`src/rtl/panel_selector.sv`:
```
// panel_selector
// Front-panel selection controller for the 6x2 antenna switch.
// Debounces twelve panel buttons (six per radio port). Each accepted press
// becomes a one-hot antenna request. Every request is presented to the
// downstream output latch with a fixed setup / strobe / hold sequence, and
// the latch captures on the falling edge of O_load.
//
// Ports:
//   I_clk        system clock (single clock domain)
//   I_rst        synchronous reset, active-high
//   I_btn_A[5:0] raw panel buttons, switch A (async, HIGH = pressed)
//   I_btn_B[5:0] raw panel buttons, switch B (async, HIGH = pressed)
//   I_remote     HIGH = remote control active, panel presses discarded
//   O_A[5:0]     switch A selection presented to the latch
//   O_B[5:0]     switch B selection presented to the latch
//   O_load       load strobe, consumer captures on falling edge
//   O_collision  HIGH while the presented pair selects the same antenna
//   O_busy       HIGH whenever the sequencer is not idle
//
// Build option:
//   PANEL_DESELECT_EN  when defined, pressing the already selected antenna
//                      deselects that side (drives 0) through a normal
//                      sequence. When undefined, such a press is ignored.
module panel_selector #(
  parameter int DEBOUNCE_CYCLES = 20000,
  parameter int LOAD_CYCLES     = 4
) (
  input  logic       I_clk,
  input  logic       I_rst,
  input  logic [5:0] I_btn_A,
  input  logic [5:0] I_btn_B,
  input  logic       I_remote,
  output logic [5:0] O_A,
  output logic [5:0] O_B,
  output logic       O_load,
  output logic       O_collision,
  output logic       O_busy
);

  localparam int CW = $clog2(DEBOUNCE_CYCLES);
  localparam int LW = (LOAD_CYCLES > 1) ? $clog2(LOAD_CYCLES) : 1;

  typedef enum logic [1:0] {IDLE, SETUP, STROBE, HOLD} state_t;

  // Isolate the lowest set bit, so the lowest index wins among simultaneous presses.
  function automatic logic [5:0] lowest_one(input logic [5:0] v);
    return v & (~v + 6'd1);
  endfunction

  logic [11:0]   btn;
  logic [11:0]   sync1;
  logic [11:0]   sync2;
  logic [11:0]   deb;
  logic [CW-1:0] cnt [12];
  logic [11:0]   press;
  logic [5:0]    ev_a;
  logic [5:0]    ev_b;

  logic [5:0]    pend_a;
  logic [5:0]    pend_b;
  logic          pend_a_v;
  logic          pend_b_v;
  logic          take_a;
  logic          take_b;

  state_t        state;
  state_t        state_next;
  logic [LW-1:0] ld_cnt;
  logic [LW-1:0] ld_cnt_next;
  logic [5:0]    cand_a;
  logic [5:0]    cand_b;
  logic [5:0]    cand_a_next;
  logic [5:0]    cand_b_next;
  logic [5:0]    sel_a;
  logic [5:0]    sel_b;
  logic [5:0]    sel_a_next;
  logic [5:0]    sel_b_next;
  logic          cand_coll;

  assign btn = {I_btn_B, I_btn_A};

  // Two-flop synchroniser and per-button debounce counter.
  always_ff @(posedge I_clk) begin
    if (I_rst) begin
      sync1 <= 12'd0;
      sync2 <= 12'd0;
      deb   <= 12'd0;
      for (int i = 0; i < 12; i++) begin
        cnt[i] <= {CW{1'b0}};
      end
    end else begin
      sync1 <= btn;
      sync2 <= sync1;
      for (int i = 0; i < 12; i++) begin
        if (sync2[i] == deb[i]) begin
          cnt[i] <= {CW{1'b0}};
        end else if (cnt[i] == CW'(DEBOUNCE_CYCLES - 1)) begin
          deb[i] <= ~deb[i];
          cnt[i] <= {CW{1'b0}};
        end else begin
          cnt[i] <= cnt[i] + CW'(1);
        end
      end
    end
  end

  // A press event is the cycle in which a low debounced level is about to toggle high.
  always_comb begin
    press = 12'd0;
    for (int i = 0; i < 12; i++) begin
      if (sync2[i] && !deb[i] && (cnt[i] == CW'(DEBOUNCE_CYCLES - 1))) begin
        press[i] = 1'b1;
      end else begin
        press[i] = 1'b0;
      end
    end
  end

  assign ev_a = lowest_one(press[5:0]);
  assign ev_b = lowest_one(press[11:6]);

  // Pending request per side. A new event overwrites the request. Remote mode flushes it.
  always_ff @(posedge I_clk) begin
    if (I_rst) begin
      pend_a   <= 6'd0;
      pend_b   <= 6'd0;
      pend_a_v <= 1'b0;
      pend_b_v <= 1'b0;
    end else begin
      if (I_remote) begin
        pend_a_v <= 1'b0;
      end else if (ev_a != 6'd0) begin
        pend_a   <= ev_a;
        pend_a_v <= 1'b1;
      end else if (take_a) begin
        pend_a_v <= 1'b0;
      end else begin
        pend_a_v <= pend_a_v;
      end
      if (I_remote) begin
        pend_b_v <= 1'b0;
      end else if (ev_b != 6'd0) begin
        pend_b   <= ev_b;
        pend_b_v <= 1'b1;
      end else if (take_b) begin
        pend_b_v <= 1'b0;
      end else begin
        pend_b_v <= pend_b_v;
      end
    end
  end

  assign cand_coll = |(cand_a & cand_b);

  // Sequencer next-state and datapath. A pending request has priority over B.
  always_comb begin
    state_next  = state;
    ld_cnt_next = ld_cnt;
    cand_a_next = cand_a;
    cand_b_next = cand_b;
    sel_a_next  = sel_a;
    sel_b_next  = sel_b;
    take_a      = 1'b0;
    take_b      = 1'b0;
    case (state)
      IDLE: begin
        if (pend_a_v && !I_remote) begin
          take_a = 1'b1;
`ifdef PANEL_DESELECT_EN
          cand_a_next = (pend_a == sel_a) ? 6'd0 : pend_a;
          cand_b_next = sel_b;
          state_next  = SETUP;
`else
          // A re-press of the current antenna is consumed without a sequence.
          if (pend_a == sel_a) begin
            state_next = IDLE;
          end else begin
            cand_a_next = pend_a;
            cand_b_next = sel_b;
            state_next  = SETUP;
          end
`endif
        end else if (pend_b_v && !I_remote) begin
          take_b = 1'b1;
`ifdef PANEL_DESELECT_EN
          cand_b_next = (pend_b == sel_b) ? 6'd0 : pend_b;
          cand_a_next = sel_a;
          state_next  = SETUP;
`else
          if (pend_b == sel_b) begin
            state_next = IDLE;
          end else begin
            cand_b_next = pend_b;
            cand_a_next = sel_a;
            state_next  = SETUP;
          end
`endif
        end else begin
          state_next = IDLE;
        end
      end
      SETUP: begin
        ld_cnt_next = {LW{1'b0}};
        state_next  = STROBE;
      end
      STROBE: begin
        if (ld_cnt == LW'(LOAD_CYCLES - 1)) begin
          state_next = HOLD;
        end else begin
          ld_cnt_next = ld_cnt + LW'(1);
          state_next  = STROBE;
        end
      end
      HOLD: begin
        // The latch rejects a collided pair, so the committed view stays as it was.
        if (!cand_coll) begin
          sel_a_next = cand_a;
          sel_b_next = cand_b;
        end else begin
          sel_a_next = sel_a;
          sel_b_next = sel_b;
        end
        state_next = IDLE;
      end
      default: begin
        state_next = IDLE;
      end
    endcase
  end

  // Sequencer state, candidate and committed-selection registers.
  always_ff @(posedge I_clk) begin
    if (I_rst) begin
      state  <= IDLE;
      ld_cnt <= {LW{1'b0}};
      cand_a <= 6'd0;
      cand_b <= 6'd0;
      sel_a  <= 6'd0;
      sel_b  <= 6'd0;
    end else begin
      state  <= state_next;
      ld_cnt <= ld_cnt_next;
      cand_a <= cand_a_next;
      cand_b <= cand_b_next;
      sel_a  <= sel_a_next;
      sel_b  <= sel_b_next;
    end
  end

  // Outputs are registered from the next-state values so that they line up with the state.
  always_ff @(posedge I_clk) begin
    if (I_rst) begin
      O_A         <= 6'd0;
      O_B         <= 6'd0;
      O_load      <= 1'b0;
      O_collision <= 1'b0;
      O_busy      <= 1'b0;
    end else begin
      O_busy <= (state_next != IDLE);
      O_load <= (state_next == STROBE);
      if (state_next == IDLE) begin
        O_A         <= sel_a_next;
        O_B         <= sel_b_next;
        O_collision <= 1'b0;
      end else begin
        O_A         <= cand_a_next;
        O_B         <= cand_b_next;
        O_collision <= |(cand_a_next & cand_b_next);
      end
    end
  end

endmodule

```
`config.mk`:
```
export PLATFORM = sky130hd
export DESIGN_NAME = panel_selector
export DESIGN_NICKNAME = d
export VERILOG_FILES = /design/src/rtl/panel_selector.sv
export SDC_FILE = /design/constraint.sdc
export NUM_CORES = 1
export LEC_CHECK = 0
export ABC_AREA = 1
export BUFFER_PORTS_ARGS = -buffer_cell sky130_fd_sc_hd__buf_4
export CORE_MARGIN = 3
export CORE_UTILIZATION = 62
export CTS_CLUSTER_DIAMETER = 40
export CTS_CLUSTER_SIZE = 14
export DETAILED_ROUTE_END_ITERATION = 6
export PLACE_DENSITY = 0.81
export SLEW_MARGIN = 20
export SYNTH_ARGS = -nofsm -noshare
export SYNTH_HDL_FRONTEND = slang
export SYNTH_SLANG_ARGS = --single-unit
```
`constraint.sdc`:
```
create_clock -name I_clk -period 2.54 [get_ports I_clk]
set_input_delay 0.127 -clock I_clk [delete_from_list [all_inputs] [get_ports I_clk]]
set_output_delay 0.127 -clock I_clk [all_outputs]
set_load 0.03 [all_outputs]
```
==> results of run 1 <==
==> cell usage after synthesis, types with 3 or more instances <==
master | count | area [µm²]
a211oi_1 | 13 | 97.6
a21oi_1 | 116 | 581
a31oi_1 | 10 | 62.6
and3_1 | 10 | 62.6
buf_1 | 5 | 18.8
buf_2 | 3 | 15.0
clkbuf_1 | 14 | 52.6
clkinv_1 | 7 | 26.3
dfxtp_1 | 93 | 1860
edfxtp_1 | 180 | 5410
ha_1 | 29 | 363
inv_1 | 291 | 1090
nand2_1 | 277 | 1040
nand3_1 | 97 | 485
nand3b_1 | 3 | 22.5
nand4_1 | 45 | 282
nor2_1 | 224 | 841
nor2_2 | 3 | 18.8
nor3_1 | 77 | 385
nor3b_1 | 21 | 158
nor4_1 | 29 | 181
o211ai_1 | 5 | 37.5
o21a_1 | 13 | 97.6
o21ai_0 | 66 | 330
o21ai_1 | 3 | 15.0
o22ai_1 | 9 | 56.3
xor2_1 | 24 | 210
==> final cells by class <==
type	count	area, µm²
inverters	299	1120
fillers	1589	5230
repair buffers	66	528
clock inverters	24	258
well taps	280	350
flip-flops and latches	273	7270
multi-input cells	1277	6240
clock buffers	46	1030
==> flip-flops by register name, summed over array words and instances (netlist names) <==
register	cells
cnt	180
deb	12
sync1	12
sync2	12
O_A	6
O_B	6
cand_a	6
cand_b	6
pend_a	6
pend_b	6
sel_a	6
sel_b	6
ld_cnt	2
state	2
O_busy	1
O_collision	1
O_load	1
pend_a_v	1
pend_b_v	1
==> worst paths after layout <==
check                             endpoint  slack, ns  cells after the start
worst max-delay path            cnt[1][14]       0.29                     11
worst min-delay path              sync2[8]       0.11                      2
worst max register to register  cnt[1][14]       0.29                     11
worst min register to register    sync2[9]       0.40                      2
==> cell families (layout without fill, tap and decap cells) <==
| group | count (synthesis) | after routing | synth area share [%] |
|---|---|---|---|
| flip-flops | 273 | 273 | 51.7 |
| adder cells (fa/ha/maj) | 29 | 29 | 2.58 |
| buffers and inverters | 325 | 435 | 8.88 |
| other | 1 | 180 | 0.0267 |
| AND/OR/NAND/NOR | 797 | 797 | 25.5 |
| XOR/XNOR | 26 | 26 | 1.62 |
| AO/OA/AOI/OAI | 245 | 245 | 9.72 |
==> power groups by stage <==
stage / Clock, mW / Sequential, mW / Combinational (mW)
after floorplan: 0 / 5.23 / 0.484
after global placement: 0 / 5.17 / 0.783
after detailed placement: 0 / 5.18 / 0.802
after CTS: 5.43 / 5.08 / 0.828
after global routing: 5.63 / 5.11 / 0.946
final: 5.33 / 5.09 / 0.841
==> through the flow <==
stage / power [mW] / instance area, µm²
finish: 11.3 / 16800
global route: 11.7 / 16800
CTS: 11.3 / 16800
detailed placement: 5.98 / 15400
global placement: 5.95 / 15400
floorplan: 5.72 / 14700
==> metal layers <==
layer / vias up / track usage [%]
li1: 6057 / -
met1: 5354 / 30.7
met2: 297 / 40.9
met3: 76 / 4.62
met4: 0 / 7.75
met5: - / 0
==> placed cells by master, fill, tap and decap left out, types with 21 or more instances in the layout <==
cell / netlist / layout
clkbuf_16: 0 / 39
nand2_1: 277 / 277
nor3b_1: 21 / 21
edfxtp_1: 180 / 180
nor2_1: 224 / 224
conb_1: 1 / 180
nor3_1: 77 / 76
a21oi_1: 116 / 116
nand4_1: 45 / 45
nor4_1: 29 / 27
o21ai_0: 66 / 66
xor2_1: 24 / 24
buf_4: 2 / 53
dfxtp_1: 93 / 93
ha_1: 29 / 29
nand3_1: 97 / 96
inv_1: 291 / 291
==> repair_timing <==
item,CTS,global route
buffers inserted,0,0
hold endpoints to repair,15,0
setup endpoints to repair,0,7
gates resized for setup,0,5
hold buffers,13,0
==> worst max-delay path, cell delays in order (launching register included) <==
cell      delay, ns
edfxtp_1       0.37
ha_1           0.19
nand2_1        0.06
inv_1          0.07
nand2_1        0.09
nor2_1         0.14
inv_1          0.11
nor3_2         0.17
nand3_1        0.14
nor4_1         0.37
and3_1         0.23
nor3_1         0.04
==> metrics, run 1 <==
status finished, final reports clean; post-route setup TNS 0 ns; final RePlAce weighted congestion 0.933; Gate power share 7.5%; P&R area growth vs syn 19.5%; CP startpoint kind register; initial antenna violation count 0; Synth cell types 49; wire length per cell 12.7 µm; pwr dens 670 nW/µm²; DR vias 11784; Sw Pwr 2.78 mW; largest net degree at the start of global routing 49; LEAKAGE 7.48 nW; # DRC 0; cells after synthesis 1696; final non-filler cell total 2265; CTS tree done; final setup fails 0; Slew Limit Fails 0; clock net sink count 273; Flop pwr share 45.2%; Most used DFF post-synth edfxtp_1; Core Util, Final 76.3%; Die H 157 µm; port buffer count 29; Max Clock Freq 445 MHz; post-DP HPWL 20.0 mm; CTS Root Cell clkbuf_16; worst setup path startpoint cnt[1][0]; Worst IR Drop VDD 642 µV; WL met3 1.53 mm; DRT Pass-1 Iters 5; Worst Clk Skew 0.0209 ns; Sw Share 24.7%; Tmin final 2.25 ns; synthesized area 14100 µm²; Worst Path Class, Setup reg2reg; Relative slew margins 58.6%; layout cells sized above 1 7.05%; Placed Cells 2182; synthesized area per cell 8.29 µm²; Hold Startpoint I_rst; insertion delay to the later sink of the worst-skew pair 0.52 ns; DIE WIDTH 157 µm; count of final hold-check violations 0; H-tree depth 2; max-cap violations 0; GRT overflow 0; DP Worst Slack 0.199 ns; # IOs 30; Syn. warnings 0; Post-synth EDFFs 180; worst hold slack 0.110 ns; Placement Rows 54; Starting DRT DRC Count 816; GRT Util Overall 23.9%; Reg clk slew, reported paths 0.06 ns; Setup WS post-layout 0.293 ns; Async SR Flop Fraction 0%; CP Data Arrival Time 2.49 ns; final antenna-violating net count 0; met2 wire len 13.7 mm; number of nets in the layout 2000; starting density of the core 63.8%; Worst Setup End Kind register; Clock power frac 47.4%; highest metal used met4; crit-path max FO 4; unrepaired setup endpoints after global routing false; worst hold path class in2reg; vias per cell 5.20; Seq/Total Area, Yosys 51.7%; worst-margin pin slew 0.621 ns; first-pass GRT wire length 49.3 mm; Met1 Wirelength 12.7 mm; Worst EP required 2.79 ns; CTS Buf Count 39; part of the cycle the worst path needs 88.4%; worst-case clock buffer depth 3; Inserted Diodes 0; Core Area 22000 µm²; number of global-route vias before repair 11226; worst r2r src cnt[1][0]; FF+latch count, synth 273; Internal 8.48 mW; Total Wirelength 28.7 mm; total die area 24500 µm²
(Power assumes the default switching activity.)
==> inputs of run 2 (changes only) <==
--- a/config.mk
+++ b/config.mk
@@ -5,12 +5,11 @@
 export SDC_FILE = /design/constraint.sdc
 export NUM_CORES = 1
 export LEC_CHECK = 0
-export ABC_AREA = 1
 export BUFFER_PORTS_ARGS = -buffer_cell sky130_fd_sc_hd__buf_4
 export CORE_MARGIN = 3
 export CORE_UTILIZATION = 62
 export CTS_CLUSTER_DIAMETER = 40
-export CTS_CLUSTER_SIZE = 14
+export CTS_CLUSTER_SIZE = 24
 export DETAILED_ROUTE_END_ITERATION = 6
 export PLACE_DENSITY = 0.81
 export SLEW_MARGIN = 20
==> metrics, run 2 <==
status finished, final reports clean; FF+latch count, synth 273; Starting DRT DRC Count 501; Core Area 21200 µm²; post-DP HPWL 17.6 mm; crit-path max FO 5; dominant cell type by area after synthesis edfxtp_1; reg2reg end pend_b[3]; final RePlAce weighted congestion 0.904; cells after synthesis 1286; Worst IR Drop VDD 536 µV; Die H 153 µm; P&R area growth vs syn 20.2%; H-tree depth 2; max-cap violations 0; starting density of the core 63.5%; area post-placement 14600 µm²; LEAKAGE 6.27 nW; worst-margin pin slew 0.758 ns; first-pass GRT wire length 43.6 mm; worst r2r src cnt[1][37]; Relative slew margins 49.4%; fin area 16100 µm²; Tmin final 2.40 ns; Post-CTS Setup Inserts 0; layout cells sized above 1 7.94%; Seq/Total Area, Yosys 54.1%; commonest non-fill, non-tap cells in the layout nor2_1 (242), edfxtp_1 (180), conb_1 (180), xor2_1 (109), dfxtp_1 (93); Async SR Flop Fraction 0%; DRT Pass-1 Iters 5; Hold EP deb[4]; multi-input logic area 6480 µm²; CTS Root Cell clkbuf_16; Seq. cell area 7270 µm²; Hold Startpoint I_rst; insertion delay to the later sink of the worst-skew pair 0.51 ns; commonest cells in the netlist nor2_1 (242), edfxtp_1 (180), xor2_1 (109), dfxtp_1 (93), nand2_1 (81); CP Data Arrival Time 2.80 ns; Worst Clk Skew 0.0133 ns; total die area 23500 µm²; port buffer count 29; count of final hold-check violations 0; Layout fillers 1448; largest net degree at the start of global routing 36; commonest non-fill, non-tap cell in the layout nor2_1; Placement Rows 53; share of the synthesized area in the top cell type 40.3%; Max Clock Freq 416 MHz; # IOs 30; Reg clk slew, reported paths 0.06 ns; largest cells by area after synthesis edfxtp_1 (40%), dfxtp_1 (14%), xor2_1 (7.1%); Worst Setup End Kind register; most frequent cell after synthesis nor2_1; pwr dens 678 nW/µm²; Largest register FFs 180; number of global-route vias before repair 9535; Syn. warnings 0; GRT overflow 0; unrepaired setup endpoints after global routing false; vias per cell 5.38; DR vias 9810; Synth cell types 58; synthesized area per cell 10.4 µm²; FF-to-FF setup slack 0.14 ns; wire length per cell 14.1 µm; DIE WIDTH 153 µm; largest reg by FF count cnt; # DRC 0; synthesized area 13400 µm²; final antenna-violating net count 0; post-route setup TNS 0 ns; worst-case clock buffer depth 3; Total Wirelength 25.7 mm; Post-synth EDFFs 180; Worst Path Class, Setup reg2reg; worst reg2reg path depth 6; worst hold path cell count 2; CP startpoint kind register; worst hold path class in2reg; Slew Limit Fails 0; Inserted Diodes 0; Most used DFF post-synth edfxtp_1; Worst EP required 2.94 ns; CTS tree done; final setup fails 0; part of the cycle the worst path needs 94.5%; initial antenna violation count 0; number of nets in the layout 1564; GRT Util Overall 21.9%; CTS Buf Count 37; clock net sink count 273
## run 2: cell types whose count changed after synthesis, moves of 53 or more
cell / delta
a21oi_1: -93
inv_1: -243
nand2_1: -196
nor3_1: -57
o21ai_0: -53
xnor2_1: +62
xor2_1: +85
## run 2: layout make-up
class / instances / share of cell area [%]
clock inverter: 23 / 2.02
sequential: 273 / 45.0
inverter: 48 / 1.12
tap: 275 / 2.13
multi-input combinational: 1100 / 40.2
timing repair buffer: 60 / 3.07
clock buffer: 45 / 6.45
## run 2: cells by family (layout without fill, tap and decap cells)
logic type | after synthesis | after routing | synth area share, %
AO/OA/AOI/OAI | 106 | 106 | 5.99
XOR/XNOR | 173 | 173 | 11.3
buffers and inverters | 92 | 176 | 2.64
multiplexers | 8 | 8 | 0.596
flip-flops | 273 | 273 | 54.1
adder cells (fa/ha/maj) | 29 | 29 | 2.70
AND/OR/NAND/NOR | 604 | 604 | 22.6
other | 1 | 180 | 0.0279
## run 2: worst max-delay path: stages (launching register included)
cell and delay, ns:
edfxtp_1 0.47, or4b_2 0.72, nor4_2 0.25, a222oi_1 0.27, a41o_1 0.35, a21oi_1 0.18, nor2_1 0.05
## run 2: power by group
| part | switching [mW] | leakage [nW] | total (mW) | internal, mW |
|---|---|---|---|---|
| Sequential | 0.136 | 2.61 | 5.01 | 4.88 |
| Clock | 1.99 | 0.663 | 5.58 | 3.60 |
| Combinational | 0.199 | 3.00 | 0.343 | 0.144 |
## run 2: metal layers
metal / vias to the layer above / global-route usage (%) / share of wire, %
met3: 47 / 3.17 / 4.1
met1: 4701 / 29.0 / 44
met2: 201 / 37.7 / 50
met5: - / 0 / 0
li1: 4861 / - / -
met4: 0 / 6.36 / 2.0
## run 2: how the worst max path moves through the flow
stage,start,to,cells past startpoint
3_3_place_gp,cnt[0][0],pend_a[2],7
6_report,cnt[1][37],pend_b[3],6
3_5_place_dp,cnt[2][0],pend_b[2],7
5_1_grt,cnt[1][37],cnt[1][33],4
4_1_cts,cnt[1][38],pend_b[3],6
2_1_floorplan,cnt[0][38],cnt[0][33],6
## run 2: per-stage QoR
| step | cells | worst slack, ns | hold WS [ns] | util (%) | total power, mW |
|---|---|---|---|---|---|
| 6_report | 1824 | 0.139 | 0.0294 | 76.3 | 10.9 |
| 5_1_grt | 1824 | 0.0149 | 0.0318 | 76.3 | 11.3 |
| 4_1_cts | 1824 | 0.0573 | 0.0108 | 76.3 | 11.0 |
| 3_5_place_dp | 1743 | 0.215 | 0.345 | 69.2 | 5.41 |
| 3_3_place_gp | 1743 | 0.308 | 0.337 | 69.2 | 5.39 |
| 2_1_floorplan | 1465 | 0.423 | 0.255 | - | 5.31 |
## run 2: timing repair
action	CTS	global route
endpoints found under the setup margin	0	5
resized for setup	0	1
hold buffers	13	0
endpoints found under the hold margin	15	0
